### src/rtl/wb_pkg.sv
// Shared types and constants for the writeback arbiter and its result FIFO.
package wb_pkg;

  localparam int NUM_TRD    = 8;
  localparam int TRD_W      = $clog2(NUM_TRD);
  localparam int RO_REG_MAX = 1;
  // Width of the data field held in a buffered entry; the arbiter's DATA_W
  // must not exceed it.
  localparam int WB_DATA_W  = 32;

  typedef struct packed {
    logic [TRD_W-1:0]     trd;
    logic [4:0]           rd;
    logic [WB_DATA_W-1:0] data;
    logic                 live;
  } wb_entry_t;

  // r0 and r1 are read-only, so writes aimed at them are dropped.
  function automatic logic is_ro_reg(input logic [4:0] r);
    return r <= 5'(RO_REG_MAX);
  endfunction

endpackage

### src/rtl/wb_fifo.sv
// Circular buffer of long-unit results. Entries carry a live bit that can be
// cleared in place by a (thread, register) match or by a whole-thread kill;
// dead entries keep their slot until popped. Optional macro WB_STATS_EN adds a
// per-cycle count of entries killed.
module wb_fifo
  import wb_pkg::*;
#(
  parameter int  DEPTH = 4,
  localparam int PTR_W = $clog2(DEPTH),
  localparam int CNT_W = PTR_W + 1
) (
  input  logic             clk,
  input  logic             rst,
  input  logic             push,
  input  wb_entry_t        push_entry,
  input  logic             pop,
  input  logic             kill_en,
  input  logic [TRD_W-1:0] kill_trd,
  input  logic [4:0]       kill_rd,
  input  logic             kill_thr_en,
  input  logic [TRD_W-1:0] kill_thr,
  output wb_entry_t        head,
  output logic [CNT_W-1:0] cnt
`ifdef WB_STATS_EN
  ,
  output logic [CNT_W-1:0] kill_num
`endif
);

  wb_entry_t        mem [DEPTH];
  logic [PTR_W-1:0] rd_ptr;
  logic [PTR_W-1:0] wr_ptr;
  logic [DEPTH-1:0] kill_hit;
  logic             do_push;
  logic             do_pop;

  assign do_push = push && (cnt != CNT_W'(DEPTH));
  assign do_pop  = pop && (cnt != '0);
  assign head    = mem[rd_ptr];

  // Live entries hit by either kill source; free slots are never live.
  always_comb begin
    kill_hit = '0;
    for (int i = 0; i < DEPTH; i++) begin
      kill_hit[i] = mem[i].live &&
                    ((kill_en && mem[i].trd == kill_trd && mem[i].rd == kill_rd) ||
                     (kill_thr_en && mem[i].trd == kill_thr));
    end
  end

`ifdef WB_STATS_EN
  // Number of entries killed this cycle.
  always_comb begin
    kill_num = '0;
    for (int i = 0; i < DEPTH; i++) begin
      kill_num = kill_num + CNT_W'(kill_hit[i]);
    end
  end
`endif

  // Storage, pointers and occupancy; popped slots drop their live bit.
  always_ff @(posedge clk) begin
    if (rst) begin
      rd_ptr <= '0;
      wr_ptr <= '0;
      cnt    <= '0;
      for (int i = 0; i < DEPTH; i++) begin
        mem[i].live <= 1'b0;
      end
    end else begin
      for (int i = 0; i < DEPTH; i++) begin
        if (kill_hit[i]) mem[i].live <= 1'b0;
      end
      if (do_pop) begin
        mem[rd_ptr].live <= 1'b0;
        rd_ptr           <= rd_ptr + PTR_W'(1);
      end
      if (do_push) begin
        mem[wr_ptr] <= push_entry;
        wr_ptr      <= wr_ptr + PTR_W'(1);
      end
      case ({do_push, do_pop})
        2'b10:   cnt <= cnt + CNT_W'(1);
        2'b01:   cnt <= cnt - CNT_W'(1);
        default: cnt <= cnt;
      endcase
    end
  end

endmodule

### src/rtl/wb_arbiter.sv
// Writeback arbiter: merges the single-cycle ALU pipe (always priority) and
// buffered long-unit results into the register file write port, keeping
// write-after-write order and discarding writes for threads being
// re-initialised. Optional macro WB_STATS_EN adds stall_cnt and kill_cnt.
module wb_arbiter
  import wb_pkg::*;
#(
  parameter int  FIFO_DEPTH = 4,
  parameter int  DATA_W     = 32,
  localparam int CNT_W      = $clog2(FIFO_DEPTH) + 1
) (
  input  logic              clk,
  input  logic              rst,
  input  logic              alu_valid,
  input  logic [2:0]        alu_trd,
  input  logic [4:0]        alu_reg,
  input  logic [DATA_W-1:0] alu_data,
  input  logic              lu_valid,
  output logic              lu_ready,
  input  logic [2:0]        lu_trd,
  input  logic [4:0]        lu_reg,
  input  logic [DATA_W-1:0] lu_data,
  input  logic              init,
  input  logic [2:0]        new_trd,
  output logic              wr_en,
  output logic [2:0]        wr_trd,
  output logic [4:0]        reg_wr,
  output logic [DATA_W-1:0] wr_data,
  output logic [CNT_W-1:0]  fifo_cnt
`ifdef WB_STATS_EN
  ,
  output logic [15:0]       stall_cnt,
  output logic [15:0]       kill_cnt
`endif
);

  logic      alu_win;
  logic      fifo_empty;
  logic      push;
  logic      push_dead;
  logic      pop;
  logic      head_emit;
  wb_entry_t push_entry;
  wb_entry_t head;

  // An ALU write for a thread under init never wins, so the slot can drain
  // the FIFO instead.
  assign alu_win    = alu_valid && !is_ro_reg(alu_reg) &&
                      !(init && alu_trd == new_trd);
  assign fifo_empty = (fifo_cnt == '0);
  // No full-bypass: a pop in the same cycle does not reopen the FIFO.
  assign lu_ready   = (fifo_cnt < CNT_W'(FIFO_DEPTH));
  // Read-only targets complete the handshake but are never enqueued.
  assign push       = lu_valid && lu_ready && !is_ro_reg(lu_reg);
  // A result superseded by the same-cycle ALU write or by init enters dead.
  assign push_dead  = (alu_win && alu_trd == lu_trd && alu_reg == lu_reg) ||
                      (init && lu_trd == new_trd);
  assign push_entry = '{trd: lu_trd, rd: lu_reg, data: WB_DATA_W'(lu_data),
                        live: !push_dead};
  assign pop        = !alu_win && !fifo_empty;
  // The head is also suppressed when init hits its thread in the pop cycle.
  assign head_emit  = pop && head.live && !(init && head.trd == new_trd);

  wb_fifo #(.DEPTH(FIFO_DEPTH)) u_fifo (
    .clk         (clk),
    .rst         (rst),
    .push        (push),
    .push_entry  (push_entry),
    .pop         (pop),
    .kill_en     (alu_win),
    .kill_trd    (alu_trd),
    .kill_rd     (alu_reg),
    .kill_thr_en (init),
    .kill_thr    (new_trd),
    .head        (head),
    .cnt         (fifo_cnt)
`ifdef WB_STATS_EN
    ,
    .kill_num    (fifo_kill_num)
`endif
  );

  // Registered write port; payload holds its last value while idle.
  always_ff @(posedge clk) begin
    if (rst) begin
      wr_en   <= 1'b0;
      wr_trd  <= '0;
      reg_wr  <= '0;
      wr_data <= '0;
    end else if (alu_win) begin
      wr_en   <= 1'b1;
      wr_trd  <= alu_trd;
      reg_wr  <= alu_reg;
      wr_data <= alu_data;
    end else if (head_emit) begin
      wr_en   <= 1'b1;
      wr_trd  <= head.trd;
      reg_wr  <= head.rd;
      wr_data <= DATA_W'(head.data);
    end else begin
      wr_en   <= 1'b0;
    end
  end

`ifdef WB_STATS_EN
  logic [CNT_W-1:0] fifo_kill_num;
  logic [16:0]      kill_sum;

  assign kill_sum = {1'b0, kill_cnt} + 17'(fifo_kill_num) + 17'(push && push_dead);

  // Saturating counters of ALU-over-FIFO stalls and killed entries.
  always_ff @(posedge clk) begin
    if (rst) begin
      stall_cnt <= '0;
      kill_cnt  <= '0;
    end else begin
      if (!fifo_empty && alu_win && stall_cnt != 16'hFFFF) begin
        stall_cnt <= stall_cnt + 16'd1;
      end
      kill_cnt <= kill_sum[16] ? 16'hFFFF : kill_sum[15:0];
    end
  end
`endif

endmodule

### config.mk
export PLATFORM = sky130hd
export DESIGN_NAME = wb_arbiter
export DESIGN_NICKNAME = d
export VERILOG_FILES = /design/src/rtl/wb_pkg.sv /design/src/rtl/wb_fifo.sv /design/src/rtl/wb_arbiter.sv
export SDC_FILE = /design/constraint.sdc
export NUM_CORES = 1
export LEC_CHECK = 0
export BUFFER_PORTS_ARGS = -buffer_cell sky130_fd_sc_hd__buf_2
export CAP_MARGIN = 20
export CORE_UTILIZATION = 34
export CTS_CLUSTER_SIZE = 25
export DETAILED_ROUTE_END_ITERATION = 10
export GPL_TIMING_DRIVEN = 1
export PLACE_DENSITY = 0.55
export SLEW_MARGIN = 10
export SYNTH_ARGS = -nofsm -noshare
export SYNTH_HDL_FRONTEND = slang
export SYNTH_HIERARCHICAL = 1
export SYNTH_SLANG_ARGS = --single-unit
export TNS_END_PERCENT = 30
### constraint.sdc
create_clock -name clk -period 10.2 [get_ports clk]
set_input_delay 0.51 -clock clk [delete_from_list [all_inputs] [get_ports clk]]
set_output_delay 0.51 -clock clk [all_outputs]
set_load 0.02 [all_outputs]
==> flow_summary.toml <==
[floorplan]
dieArea_um2 = 28200
initial_utilization_pct = 34.7
core_area_um2 = 27000
floorplan.die.width_um = 168
die_h_um = 168
ports = 133
num_rows = 60

[synthesis]
synth-seq-cells = 214
netlist_instances = 606
post_synthesis_mux_area_share_pct = 9.96
yosysUniqueCellTypes = 39
yosys-top-cells-area = "sky130_fd_sc_hd__edfxtp_1, sky130_fd_sc_hd__dfxtp_1, sky130_fd_sc_hd__mux4_2"
synthesized_netlist_net_count = 704
ys_async_sr_fraction_pct = 0
synth.largest_area_cell = "sky130_fd_sc_hd__edfxtp_1"
yosys.cell_count.top_type = "sky130_fd_sc_hd__edfxtp_1"
synth-warning-count = 6
yosys.area_share.xor_xnor_pct = 6.07
fraction_of_the_mapped_netlist_area_in_compound_gates_pct = 8.50
synth_seq_area_share_pct = 63.2
post_synth_most_frequent_cells = "sky130_fd_sc_hd__edfxtp_1, sky130_fd_sc_hd__nand2_1, sky130_fd_sc_hd__nor2_1"
area_share_of_the_leading_cell_type_in_the_synthesized_netlist_pct = 52.6
largest_family_of_logic_cells_by_synthesized_area = "multiplexers"
netlist_area_um2 = 9370
synth_enable_flop_cells = 164
synth_simple_gate_area_share_pct = 8.13
ys.flop_type = "sky130_fd_sc_hd__edfxtp_1"
syn_avg_cell_area_um2 = 15.5
post_synth_fa_ha_maj_area_fraction_pct = 1.42

[critical_path]
timing.critical_path.fanout_max = 37
worst_path_max_delay_cell = "sky130_fd_sc_hd__o41ai_1"
arrival_ps = 3970
crit_chain = "buf_2 -> o41ai_1 -> a41o_4 -> inv_1 -> nor2_1 -> o31a_1 -> ha_1 -> inv_1 -> fa_1 -> xor2_1 -> or3_1 -> a21oi_1"
crit_path_frequent_cell = "sky130_fd_sc_hd__inv_1"
crit_path_end_kind = "flip-flop"
worstSetupPathType = "in -> reg"
cp_launch_type = "primary input"
req_time_crit_path_ps = 10630
cp_slowest_stage_delay_ps = 620

[pwr]
vdd_drop_max_mv = 0.0998
total_leakage_power_nw = 3.80
power.density_nw_per_um2 = 218

[cells_and_area]
drive_gt1_share_pct = 36.2
filler_cell_count = 2530
design.final.nets = 834
layout-area-overhead-vs-synth_pct = 18.8
postLayoutCellArea_um2 = 11100

[clocking]
clk-insertion-delay-late_ps = 510
max-clock-path-buffers = 3
htreeDepth = 1
cts.clk_slew.worst_paths_ps = 60
tritoncts = "done"
cts_root_buffer_type = "sky130_fd_sc_hd__clkbuf_16"
cts_hold_buffers = 0
clock_sink_count = 214
cts_buffers = 24
cts_resized = 0
cts.repair_timing.setup_buffer_count = 0

[sta]
final_max_slew_viol_count = 0
fin_setup_tns_ps = 0
skew_ps = 16.7
hold_slack_ps = 217
timing.final.setup_violations = 0
max_clock_freq_mhz = 282
post-route-period-util_pct = 34.7
hold_violations = 0
slew_headroom_pct = 36.0
setup_repair_after_global_routing_missed_its_margin = "no"
finalCriticalPeriod_ps = 3540
worst_slew_pin_slew_ps = 960

[global_route]
grtUsageTotal_pct = 16.5
grt_pass1_wl_mm = 35.5
grt_start_max_net_pins = 52
antenna_found_initial = 2
vias_in_the_first_global_route = 6036
grt_overflow_total = 0

[routing]
routed_via_density = 5.14
sum_of_routed_wire_length_over_all_layers_mm = 23.0
drt_first_iter_violations = 294
num_vias = 5635
drc = 0
detailedRoute.firstPassIterationCount = 4
post_drt_wl_per_cell_um = 21.0
final_antenna_net_count = 0

[placement]
place.gp.congestion = 0.827
detailedPlacementHpwl_mm = 14.6
portBuffers = 132
placement.cell_area_um2 = 10400

[status]
status = "finished clean"

[min_path]
worstHoldPathType = "in -> reg"

[job]
cap_viol_max_count = 0
==> metrics by stage <==
| stage | std cells | power, W | utilization [%] | setup WS, ps |
|---|---|---|---|---|
| final | 1096 | 0.00243 | 41.2 | 6660 |
| after detailed placement | 1051 | 0.00163 | 38.4 | 6140 |
| after CTS | 1095 | 0.00246 | 41.2 | 6530 |
| after floorplan | 606 | 0.00147 | - | 6260 |
| after global placement | 1051 | 0.00162 | 38.4 | 6220 |
| after global routing | 1095 | 0.00254 | 41.2 | 6370 |
==> critical path, delay by kind of cell <==
kind / cells / cell delay (ps)
compound gates: 4 / 1720
fa+ha+maj: 2 / 680
simple gates: 2 / 460
buf+inv: 3 / 440
xor+xnor: 1 / 160
==> placed cells by master (no fill, tap or decap), types with 3 or more instances in the layout <==
master	instances
sky130_fd_sc_hd__nand2_1	84
sky130_fd_sc_hd__edfxtp_1	164
sky130_fd_sc_hd__buf_2	131
sky130_fd_sc_hd__nor4_1	8
sky130_fd_sc_hd__xor2_1	33
sky130_fd_sc_hd__clkinv_2	6
sky130_fd_sc_hd__clkbuf_16	25
sky130_fd_sc_hd__inv_1	10
sky130_fd_sc_hd__nand4_1	6
sky130_fd_sc_hd__a2111oi_2	3
sky130_fd_sc_hd__a21oi_1	4
sky130_fd_sc_hd__xnor2_1	32
sky130_fd_sc_hd__clkinvlp_4	3
sky130_fd_sc_hd__mux4_2	41
sky130_fd_sc_hd__buf_4	10
sky130_fd_sc_hd__dfxtp_1	48
sky130_fd_sc_hd__clkbuf_1	6
sky130_fd_sc_hd__and3_1	5
sky130_fd_sc_hd__o21ai_1	4
sky130_fd_sc_hd__a311oi_2	39
sky130_fd_sc_hd__nand3_1	4
sky130_fd_sc_hd__nor2_1	51
sky130_fd_sc_hd__nor4bb_4	4
sky130_fd_sc_hd__ha_1	9
==> final cells by class <==
class	instances	area (µm²)	area share (%)
repair buffers	141	731	6.56
inverters	10	37.5	0.337
clock inverters	11	86.3	0.776
flip-flops and latches	214	5930	53.3
clock buffers	33	676	6.07
well taps	341	427	3.83
multi-input cells	345	3240	29.1
diodes	1	2.50	0.0225
==> state kept, by name, summed over array words and instances, names as in the netlist, named ones only <==
name,cells
wr_trd,3
u_fifo/cnt,3
u_fifo/mem,164
u_fifo/wr_ptr,2
reg_wr,5
wr_data,32
u_fifo/rd_ptr,2
wr_en,1
==> power by group <==
group | total (W) | switching (W) | internal (W)
logic | 0.000501 | 0.000290 | 0.000211
registers | 0.00110 | 0.0000781 | 0.00102
clock network | 0.000827 | 0.000338 | 0.000489
total | 0.00243 | 0.000706 | 0.00172
==> worst paths after layout <==
path | slack (ps) | startpoint | endpoint | cells after the start
worst max-delay path | 6660 | alu_reg[4] | u_fifo/cnt[2]$_SDFFE_PP0P_ | 12
worst min-delay path | 220 | lu_data[16] | u_fifo/mem[2][17]$_DFFE_PP_ | 1
worst max register to register | 6720 | flip-flop | wr_data[26]$_SDFFE_PP0P_ | 5
worst min register to register | 490 | wr_data[9]$_SDFFE_PP0P_ | wr_data[9]$_SDFFE_PP0P_ | 2
==> cells by family (layout without fill, tap and decap cells) <==
kind of cell / Yosys count / after routing
buffers and inverters: 47 / 195
DFF: 214 / 214
and+or+nand+nor: 168 / 168
xor gates and xnor gates: 65 / 65
muxes: 42 / 42
AOI/OAI and AO/OA: 60 / 60
adders and majority gates: 10 / 10
other: 0 / 1
==> per-layer routing <==
metal | vias to the layer above | track usage, % | part of all wire, %
li1 | 2569 | - | -
met1 | 2848 | 21.9 | 44
met2 | 177 | 27.2 | 47
met3 | 37 | 3.83 | 6.8
met4 | 4 | 4.27 | 1.8
met5 | - | 0 | 0.096
(Power assumes the default switching activity.)
